`config.mk`:
```
export PLATFORM = sky130hd
export DESIGN_NAME = dmrw_unit
export DESIGN_NICKNAME = d
export VERILOG_FILES = /design/src/rtl/dmrw_unit.sv
export SDC_FILE = /design/constraint.sdc
export NUM_CORES = 1
export LEC_CHECK = 0
export BUFFER_PORTS_ARGS = -buffer_cell sky130_fd_sc_hd__buf_2
export CORE_ASPECT_RATIO = 0.7
export CORE_UTILIZATION = 30
export CTS_CLUSTER_SIZE = 40
export DETAILED_ROUTE_END_ITERATION = 10
export MAX_ROUTING_LAYER = met4
export PLACE_DENSITY = 0.55
export SETUP_SLACK_MARGIN = 0.02
export SLEW_MARGIN = 20
export SYNTH_ARGS = -nofsm -noshare
export SYNTH_HDL_FRONTEND = slang
export SYNTH_SLANG_ARGS = --single-unit
```
`constraint.sdc`:
```
create_clock -name clk -period 4.5 [get_ports clk]
set_input_delay 0.225 -clock clk [delete_from_list [all_inputs] [get_ports clk]]
set_output_delay 0.225 -clock clk [all_outputs]
set_load 0.02 [all_outputs]
```
`src/rtl/dmrw_unit.sv`:
```
// DMRW-stage data-memory responder: performs RV32I loads/stores one byte per
// cycle over a byte-wide synchronous memory and returns extended load data.
module dmrw_unit #(
  parameter int ADDR_W = 16
) (
  input  logic              clk,
  input  logic              rst,
  input  logic              cpu_stat_dmrw,
  input  logic              dm_load,
  input  logic              dm_store,
  input  logic [2:0]        dm_funct3,
  input  logic [31:0]       dm_addr,
  input  logic [31:0]       dm_wdata,
  output logic              dmrw_run,
  output logic [31:0]       ld_data,
  output logic              ld_valid,
  output logic              misalign_err,
  output logic [ADDR_W-1:0] mem_addr,
  output logic              mem_re,
  output logic              mem_we,
  output logic [7:0]        mem_wdata,
  input  logic [7:0]        mem_rdata
);

  typedef enum logic [1:0] {IDLE, XFER, COLLECT} state_e;

  function automatic logic [2:0] size_of(input logic [2:0] f3);
    case (f3)
      3'b000, 3'b100: return 3'd1;
      3'b001, 3'b101: return 3'd2;
      default:        return 3'd4;
    endcase
  endfunction

  function automatic logic misaligned(input logic [2:0] f3, input logic [1:0] a);
    case (size_of(f3))
      3'd2:    return a[0];
      3'd4:    return |a;
      default: return 1'b0;
    endcase
  endfunction

  function automatic logic [31:0] extend(input logic [2:0] f3, input logic [31:0] v);
    case (f3)
      3'b000:  return {{24{v[7]}}, v[7:0]};
      3'b100:  return {24'b0, v[7:0]};
      3'b001:  return {{16{v[15]}}, v[15:0]};
      3'b101:  return {16'b0, v[15:0]};
      default: return v;
    endcase
  endfunction

  function automatic logic [7:0] byte_of(input logic [31:0] w, input logic [1:0] idx);
    return w[{idx, 3'b000} +: 8];
  endfunction

  state_e            state_q, state_d;
  logic [2:0]        cnt_q, cnt_d;
  logic [ADDR_W-1:0] addr_q, addr_d;
  logic [31:0]       wdata_q, wdata_d;
  logic [2:0]        f3_q, f3_d;
  logic              load_q, load_d;
  logic              store_q, store_d;
  logic [31:0]       asm_q, asm_d;
  logic [31:0]       ld_data_q, ld_data_d;
  logic              ld_valid_q, ld_valid_d;
  logic              run_q, run_d;
  logic              mem_re_q, mem_re_d;
  logic              mem_we_q, mem_we_d;
  logic [ADDR_W-1:0] mem_addr_q, mem_addr_d;
  logic [7:0]        mem_wdata_q, mem_wdata_d;

  logic              start, access0, mis0, go0;
  logic [2:0]        size0, cur_size, cnt_nxt;
  logic [1:0]        asm_idx;
  logic [31:0]       asm_in;
  logic              unused_addr_hi;

  assign unused_addr_hi = ^dm_addr[31:ADDR_W];

  // Cycle-0 decode works straight off the dm_* inputs.
  assign start    = (state_q == IDLE) && cpu_stat_dmrw;
  assign access0  = dm_load || dm_store;
  assign size0    = size_of(dm_funct3);
  assign mis0     = misaligned(dm_funct3, dm_addr[1:0]);
  assign go0      = start && access0 && !mis0;
  assign cur_size = size_of(f3_q);
  assign cnt_nxt  = cnt_q + 3'd1;
  assign asm_idx  = 2'(cnt_q - 3'd1);

  // The byte arriving this cycle is merged before being stored or extended.
  always_comb begin
    asm_in = asm_q;
    asm_in[{asm_idx, 3'b000} +: 8] = mem_rdata;
  end

  // NOTE: every variable gets a default at the top so no path can infer a latch.
  always_comb begin
    state_d     = state_q;
    cnt_d       = cnt_q;
    addr_d      = addr_q;
    wdata_d     = wdata_q;
    f3_d        = f3_q;
    load_d      = load_q;
    store_d     = store_q;
    asm_d       = asm_q;
    ld_data_d   = ld_data_q;
    ld_valid_d  = 1'b0;
    run_d       = 1'b0;
    mem_re_d    = 1'b0;
    mem_we_d    = 1'b0;
    mem_addr_d  = mem_addr_q;
    mem_wdata_d = mem_wdata_q;

    case (state_q)
      IDLE: begin
        if (start) begin
          addr_d  = dm_addr[ADDR_W-1:0];
          wdata_d = dm_wdata;
          f3_d    = dm_funct3;
          load_d  = dm_load;
          store_d = dm_store;
        end
        if (go0) begin
          if (dm_load && size0 == 3'd1) begin
            state_d = COLLECT;
            cnt_d   = 3'd1;
          end else if (!(dm_store && size0 == 3'd1)) begin
            state_d     = XFER;
            cnt_d       = 3'd1;
            mem_re_d    = dm_load;
            mem_we_d    = dm_store;
            mem_addr_d  = dm_addr[ADDR_W-1:0] + ADDR_W'(1);
            mem_wdata_d = byte_of(dm_wdata, 2'd1);
            run_d       = dm_load || (size0 > 3'd2);
          end
        end
      end

      XFER: begin
        if (!cpu_stat_dmrw) begin
          state_d = IDLE;
          cnt_d   = 3'd0;
        end else begin
          if (load_q) asm_d = asm_in;
          if (cnt_q == cur_size - 3'd1) begin
            state_d = load_q ? COLLECT : IDLE;
            cnt_d   = load_q ? cnt_nxt : 3'd0;
          end else begin
            cnt_d       = cnt_nxt;
            mem_re_d    = load_q;
            mem_we_d    = store_q;
            mem_addr_d  = addr_q + ADDR_W'(cnt_nxt);
            mem_wdata_d = byte_of(wdata_q, cnt_nxt[1:0]);
            run_d       = load_q || (cnt_nxt < cur_size - 3'd1);
          end
        end
      end

      COLLECT: begin
        state_d = IDLE;
        cnt_d   = 3'd0;
        if (cpu_stat_dmrw) begin
          ld_data_d  = extend(f3_q, asm_in);
          ld_valid_d = 1'b1;
        end
      end

      default: state_d = IDLE;
    endcase
  end

  // First byte issues combinationally; strobes are gated so an abort or a
  // reset removes them within the same cycle.
  always_comb begin
    dmrw_run     = 1'b0;
    mem_re       = 1'b0;
    mem_we       = 1'b0;
    mem_addr     = mem_addr_q;
    mem_wdata    = mem_wdata_q;
    misalign_err = 1'b0;
    if (rst) begin
      mem_addr  = '0;
      mem_wdata = '0;
    end else if (state_q == IDLE) begin
      misalign_err = start && access0 && mis0;
      if (go0) begin
        dmrw_run  = dm_load || (size0 != 3'd1);
        mem_re    = dm_load;
        mem_we    = dm_store;
        mem_addr  = dm_addr[ADDR_W-1:0];
        mem_wdata = dm_wdata[7:0];
      end
    end else begin
      dmrw_run = run_q && cpu_stat_dmrw;
      mem_re   = mem_re_q && cpu_stat_dmrw;
      mem_we   = mem_we_q && cpu_stat_dmrw;
    end
  end

  assign ld_data  = ld_data_q;
  assign ld_valid = ld_valid_q;

  // NOTE: sequential state is updated only with non-blocking assignments.
  always_ff @(posedge clk or posedge rst) begin
    if (rst) begin
      state_q     <= IDLE;
      cnt_q       <= 3'd0;
      addr_q      <= '0;
      wdata_q     <= '0;
      f3_q        <= 3'd0;
      load_q      <= 1'b0;
      store_q     <= 1'b0;
      asm_q       <= '0;
      ld_data_q   <= '0;
      ld_valid_q  <= 1'b0;
      run_q       <= 1'b0;
      mem_re_q    <= 1'b0;
      mem_we_q    <= 1'b0;
      mem_addr_q  <= '0;
      mem_wdata_q <= '0;
    end else begin
      state_q     <= state_d;
      cnt_q       <= cnt_d;
      addr_q      <= addr_d;
      wdata_q     <= wdata_d;
      f3_q        <= f3_d;
      load_q      <= load_d;
      store_q     <= store_d;
      asm_q       <= asm_d;
      ld_data_q   <= ld_data_d;
      ld_valid_q  <= ld_valid_d;
      run_q       <= run_d;
      mem_re_q    <= mem_re_d;
      mem_we_q    <= mem_we_d;
      mem_addr_q  <= mem_addr_d;
      mem_wdata_q <= mem_wdata_d;
    end
  end

endmodule

```
# Word-level counts from Yosys, hierarchy flattened
# Cells that the tools add are included.
dict set report totals {
  ff_bits 150
  input_bits 80
  output_inout_bits 61
  word_cells 144
}
dict set report classes {
  n_addsub 6
  magnitude_cmp 2
  n_eq_ne 20
  n_shift 3
  n_mux 68
  n_reduce_logical 30
}
# op count
set op_table {}
lappend op_table {{$mux W16} 8}
lappend op_table {{$pmux W32 S4} 1}
lappend op_table {{$mux W8} 8}
lappend op_table {{$bwmux W32} 1}
lappend op_table {{$pmux W16 S2} 1}
lappend op_table {{$shift A8 B7 Y32 const A} 1}
lappend op_table {{$shiftx A32 B6 Y8} 1}
lappend op_table {{$shiftx A8 B7 Y32} 1}
lappend op_table {{$mux W1} 28}
lappend op_table {{$mux W3} 6}
lappend op_table {{$add A16 B1 Y16 const B} 1}
lappend op_table {{$add A16 B3 Y16} 1}
lappend op_table {{$pmux W8 S2} 1}
lappend op_table {{$eq A3 B3 Y1 const B} 5}
lappend op_table {{$mux W2} 6}
lappend op_table {{$pmux W3 S2} 2}
lappend op_table {{$ne A2 B2 Y1 const B} 5}
lappend op_table {{$reduce_or A2 Y1} 5}
lappend op_table {{$eq A3 B1 Y1 const B} 3}
lappend op_table {{$logic_and A1 B1 Y1} 9}
lappend op_table {{$pmux W3 S3} 1}
lappend op_table {{$reduce_and A3 Y1} 3}
lappend op_table {{$pmux W1 S2} 4}
lappend op_table {{$neg A5 Y7} 1}
lappend op_table {{other kinds (20)} 26}

# Depth between registers and ports, before layout
dict set report depth {
  depth_word 10
  mapped_depth 12
  ltp_nobuf 9
}

# Worst setup path after synthesis
# Ideal clock, no wire load.
dict set report synth_path {
  path_type {input port to output port}
  start {input rst}
  end {output mem_re}
  arrival_ps 4144
  required_time_ps 4275
  setup_slack_ps 131
  cell_stages 3
  path_buffers 1
  cell_sequence {clkbuf_1 -> inv_1 -> and3_1}
}
dict set report synth_via {
  elab_chain_cells 1
}
# element line_no
set synth_lines {}
lappend synth_lines {{start, declared} 7} ;# input logic rst,
lappend synth_lines {{$mux W1} 182} ;# if (rst) begin
lappend synth_lines {{end, declared} 19} ;# output logic mem_re,
# No other way between the ends.

# Worst setup path in the final report
dict set report layout_path {
  start {register cnt_q[1]}
  end {register mem_addr_q[10]}
}
dict set report layout_via {
  elab_chain_cells 5
  word_cells_on_any_way 8
  classes_between {add/sub (2); eq/ne (2); mux (3); reduce/logical (1)}
}
# element line_no
set layout_lines {}
lappend layout_lines {{start, declared} 58} ;# logic [2:0] cnt_q, cnt_d;
lappend layout_lines {{start signal, assigned} 224} ;# cnt_q <= cnt_d;
lappend layout_lines {{$add A3 B1 Y3} 88} ;# assign cnt_nxt = cnt_q + 3'd1;
lappend layout_lines {{$add A16 B3 Y16} 153} ;# mem_addr_d = addr_q + ADDR_W'(cnt_nxt);
lappend layout_lines {{$mux W16} 146} ;# if (cnt_q == cur_size - 3'd1) begin
lappend layout_lines {{$mux W16} 141} ;# if (!cpu_stat_dmrw) begin
lappend layout_lines {{$pmux W16 S2} 115} ;# case (state_q)
lappend layout_lines {{end signal, assigned} 236} ;# mem_addr_q <= mem_addr_d;
lappend layout_lines {{end, declared} 70} ;# logic [ADDR_W-1:0] mem_addr_q, mem_addr_d;
# Parallel ways exist; a longest one is shown, timed or not. The select of a mux whose other input is x is not followed.
# A chain may end at the register's enable or synchronous reset.

==> run metrics <==
run status complete, no violations; category of the worst setup path capture point flip-flop; finished layout cell area roughly 9500 µm²; top cell type by total area after synthesis dfrtp_1; Clk network pwr share 0.219; via density per instance between 4 and 5; post-route DRC violation count 0; Setup Slack @ Placement ~1.3 ns; Mapped Nets between 900 and 1000; cell depth of the worst flop-to-flop path 9; TritonCTS Buffers 17; number of detailed-routing iterations run before antenna repair 5; initial antenna violation count 4; portion of the clock cycle consumed by the worst path in the final layout 0.7071; Static Leak roughly 4.2 nW; core region area ~26000 µm²; number of failing hold endpoints at the final stage 0; CTS tree done; number of vias in the routed layout ~6300; Max Transition Viols Final 0; crit path DAT 3.53 ns; hold slack around 0.024 ns; post-synth cell types a little under 60; fraction of the core area covered by cells at the end of the flow 0.3672; Resized cells post-CTS 0; detailed-placement wirelength estimate 15390 µm; number of register bits inferred by synthesis 150; top library cells by usage in the layout, fill and taps aside dfrtp_1, nand2_1, buf_2, o21ai_0, mux2_2; wire length per cell after detailed routing ~17 µm; part of the power in combinational logic 0.435; primary flip-flop cell chosen by synthesis mapping dfrtp_1; maximum number of pins on one net before global-route repair about 100; asr flop ratio synth 1.000; most frequent standard cell in the layout excluding fill and tap cells dfrtp_1; net switching power about 2.7 mW; Initial Utilization 0.3091; area growth from synthesis to layout 18.81%; buffer depth of the longest clock path 2; biggest fanout along the worst timing path 16; sequential-to-total area share from yosys stat 0.4683; tightest slew margin relative to the limit 0.2988; fill count around 2600; Routability Congestion approximately 0.87; cell count of the worst hold path 2; synth warn 0; Post-layout nets about 1000; total gr overflow 0; cts hold-fix bufs 0; Max Clk Rate 314.3 MHz; proportion of netlist area held by the largest area contributor 0.4683; Req. time, crit path 4.85 ns; Worst-Margin Slew roughly 1.0 ns; vias in the first global route 6240; H-tree levels 4; switching power as a share of total power 0.4077; pwr/cell area ~690 nW/µm²; fraction of final layout cells sized beyond drive strength 1 0.2707; total length of routed wires about 22000 µm; overall global routing resource usage 0.1743; number of DRC markers in iteration 0 369; Final TNS setup 0 ns; number of enable flip-flop cells after synthesis 0; crit start category flip-flop; clock root buffer master clkbuf_16; sinks on the clock net 150; Flop pwr share 0.346; average size of a mapped cell around 9.7 µm²; slack of the critical path around 1.3 ns; IR drop worst, VDD roughly 0.23 mV; instance count of the mapped netlist ~830; Die Y 138.8 µm; Site Rows between 40 and 50; Cell Area, Synth approximately 8000 µm²; Worst Skew 0.01356 ns; first-pass GRT wire length around 36000 µm; final period demand of the worst path 3.182 ns; setup repair after global routing missed its margin false; placed inst area ~8900 µm²; class of the tightest hold or removal check primary input to flip-flop; clock latency on the worst-skew pair 0.43 ns; Total Die Area 27390 µm²; largest cells by area after synthesis dfrtp_1, mux2_2, nand2_1; number of I/O port buffers 124; number of I/O pins about 140; die extent in x 197.4 µm; clock-pin slew reported for the worst setup and hold paths after clock tree synthesis around 0.070 ns; type of the worst setup path flip-flop to flip-flop; Internal Pwr Total around 3.9 mW; max-capacitance violation count 0; number of buffers inserted to repair setup after CTS 0; final setup fails 0; count of nets left with antenna violations after detail routing 0
[worst max-delay path, cell delays in order, from the launching register on]
cell and delay, ns:
dfrtp_1 0.46, inv_1 0.09, ha_1 0.81, inv_1 0.22, fa_1 0.47, nor2b_1 0.42, o211ai_1 0.16, xnor2_1 0.23
mux2i_1 0.11, o21ai_0 0.14
[layout make-up]
class,instances,area (µm²),area share
diodes,4,10.01,0.001051
clock buffers,17,425.4,0.04467
clock inverters,15,161.4,0.01695
inverters,38,147.6,0.01550
multi-input cells,590,3897,0.4093
flip-flops and latches,150,3754,0.3942
well taps,357,446.7,0.04691
repair buffers,132,680.7,0.07148
[flip-flops by register name, indices dropped and copies added (netlist names)]
| name | count |
|---|---|
| run_q | 1 |
| ld_valid | 1 |
| mem_re_q | 1 |
| cnt_q | 3 |
| wdata_q | 32 |
| mem_wdata_q | 8 |
| addr_q | 16 |
| load_q | 1 |
| mem_we_q | 1 |
| state_q | 2 |
| f3_q | 3 |
| mem_addr_q | 16 |
| asm_q | 32 |
| ld_data | 32 |
| store_q | 1 |
[cell families after synthesis]
kind of cell / count (synthesis) / share of synthesized area
compound gates: 185 / 0.1432
xor+xnor: 28 / 0.03247
fa+ha+maj: 19 / 0.03060
buf+inv: 85 / 0.04652
flops: 150 / 0.4683
mux: 83 / 0.1264
simple gates: 275 / 0.1525
[power by group through the flow]
| stage | combinational [mW] | clock (mW) | sequential, mW |
|---|---|---|---|
| 2_1_floorplan | 1.99 | 0 | 2.40 |
| 3_3_place_gp | 2.84 | 0 | 2.27 |
| 3_5_place_dp | 2.88 | 0 | 2.29 |
| 4_1_cts | 2.89 | 1.47 | 2.27 |
| 5_1_grt | 3.20 | 1.54 | 2.35 |
| 6_report | 2.86 | 1.44 | 2.27 |
[worst paths after layout]
path / startpoint / end / slack (ns)
worst min register to register: asm_q[5] / asm_q[5] / 0.47
min in group asynchronous: rst / ld_data[6] / 0.32
worst min-delay path: dm_wdata[19] / wdata_q[19] / 0.02
max in group asynchronous: rst / store_q / 2.88
worst max-delay path: cnt_q[1] / mem_addr_q[10] / 1.32
worst max register to register: cnt_q[1] / mem_addr_q[10] / 1.32
[per-stage QoR]
step	cells	power (mW)
after floorplan	825	4.385
after global placement	1267	5.113
after detailed placement	1267	5.169
after CTS	1299	6.636
after global routing	1303	7.083
final	1303	6.561
[layer usage]
| layer | global-route usage | part of all wire | vias to the layer above |
|---|---|---|---|
| li1 | - | - | 3078 |
| met1 | 0.2543 | 0.52 | 3045 |
| met2 | 0.2311 | 0.41 | 137 |
| met3 | 0.05375 | 0.070 | 14 |
| met4 | 0.04039 | 0.0082 | 0 |
| met5 | - | 0 | - |
[cell usage after synthesis, drive strengths merged (2+ instances only)]
cell / count
nand3: 12
and4: 2
o31ai: 2
dfrtp: 150
o22ai: 10
mux2i: 9
a2111oi: 3
o2111ai: 3
o22a: 8
or2: 2
o211ai: 2
o21a: 3
a31oi: 9
nor2b: 21
nand2: 140
nand4: 9
a21o: 2
nand2b: 3
nor4: 6
xnor2: 10
mux2: 66
o21ai: 69
a21oi: 63
ha: 18
and2: 5
inv: 38
buf: 23
mux4: 8
nor2: 58
and3: 5
clkbuf: 24
xor2: 17
nor3: 8
Note: power is estimated with default switching activity, not from simulation.
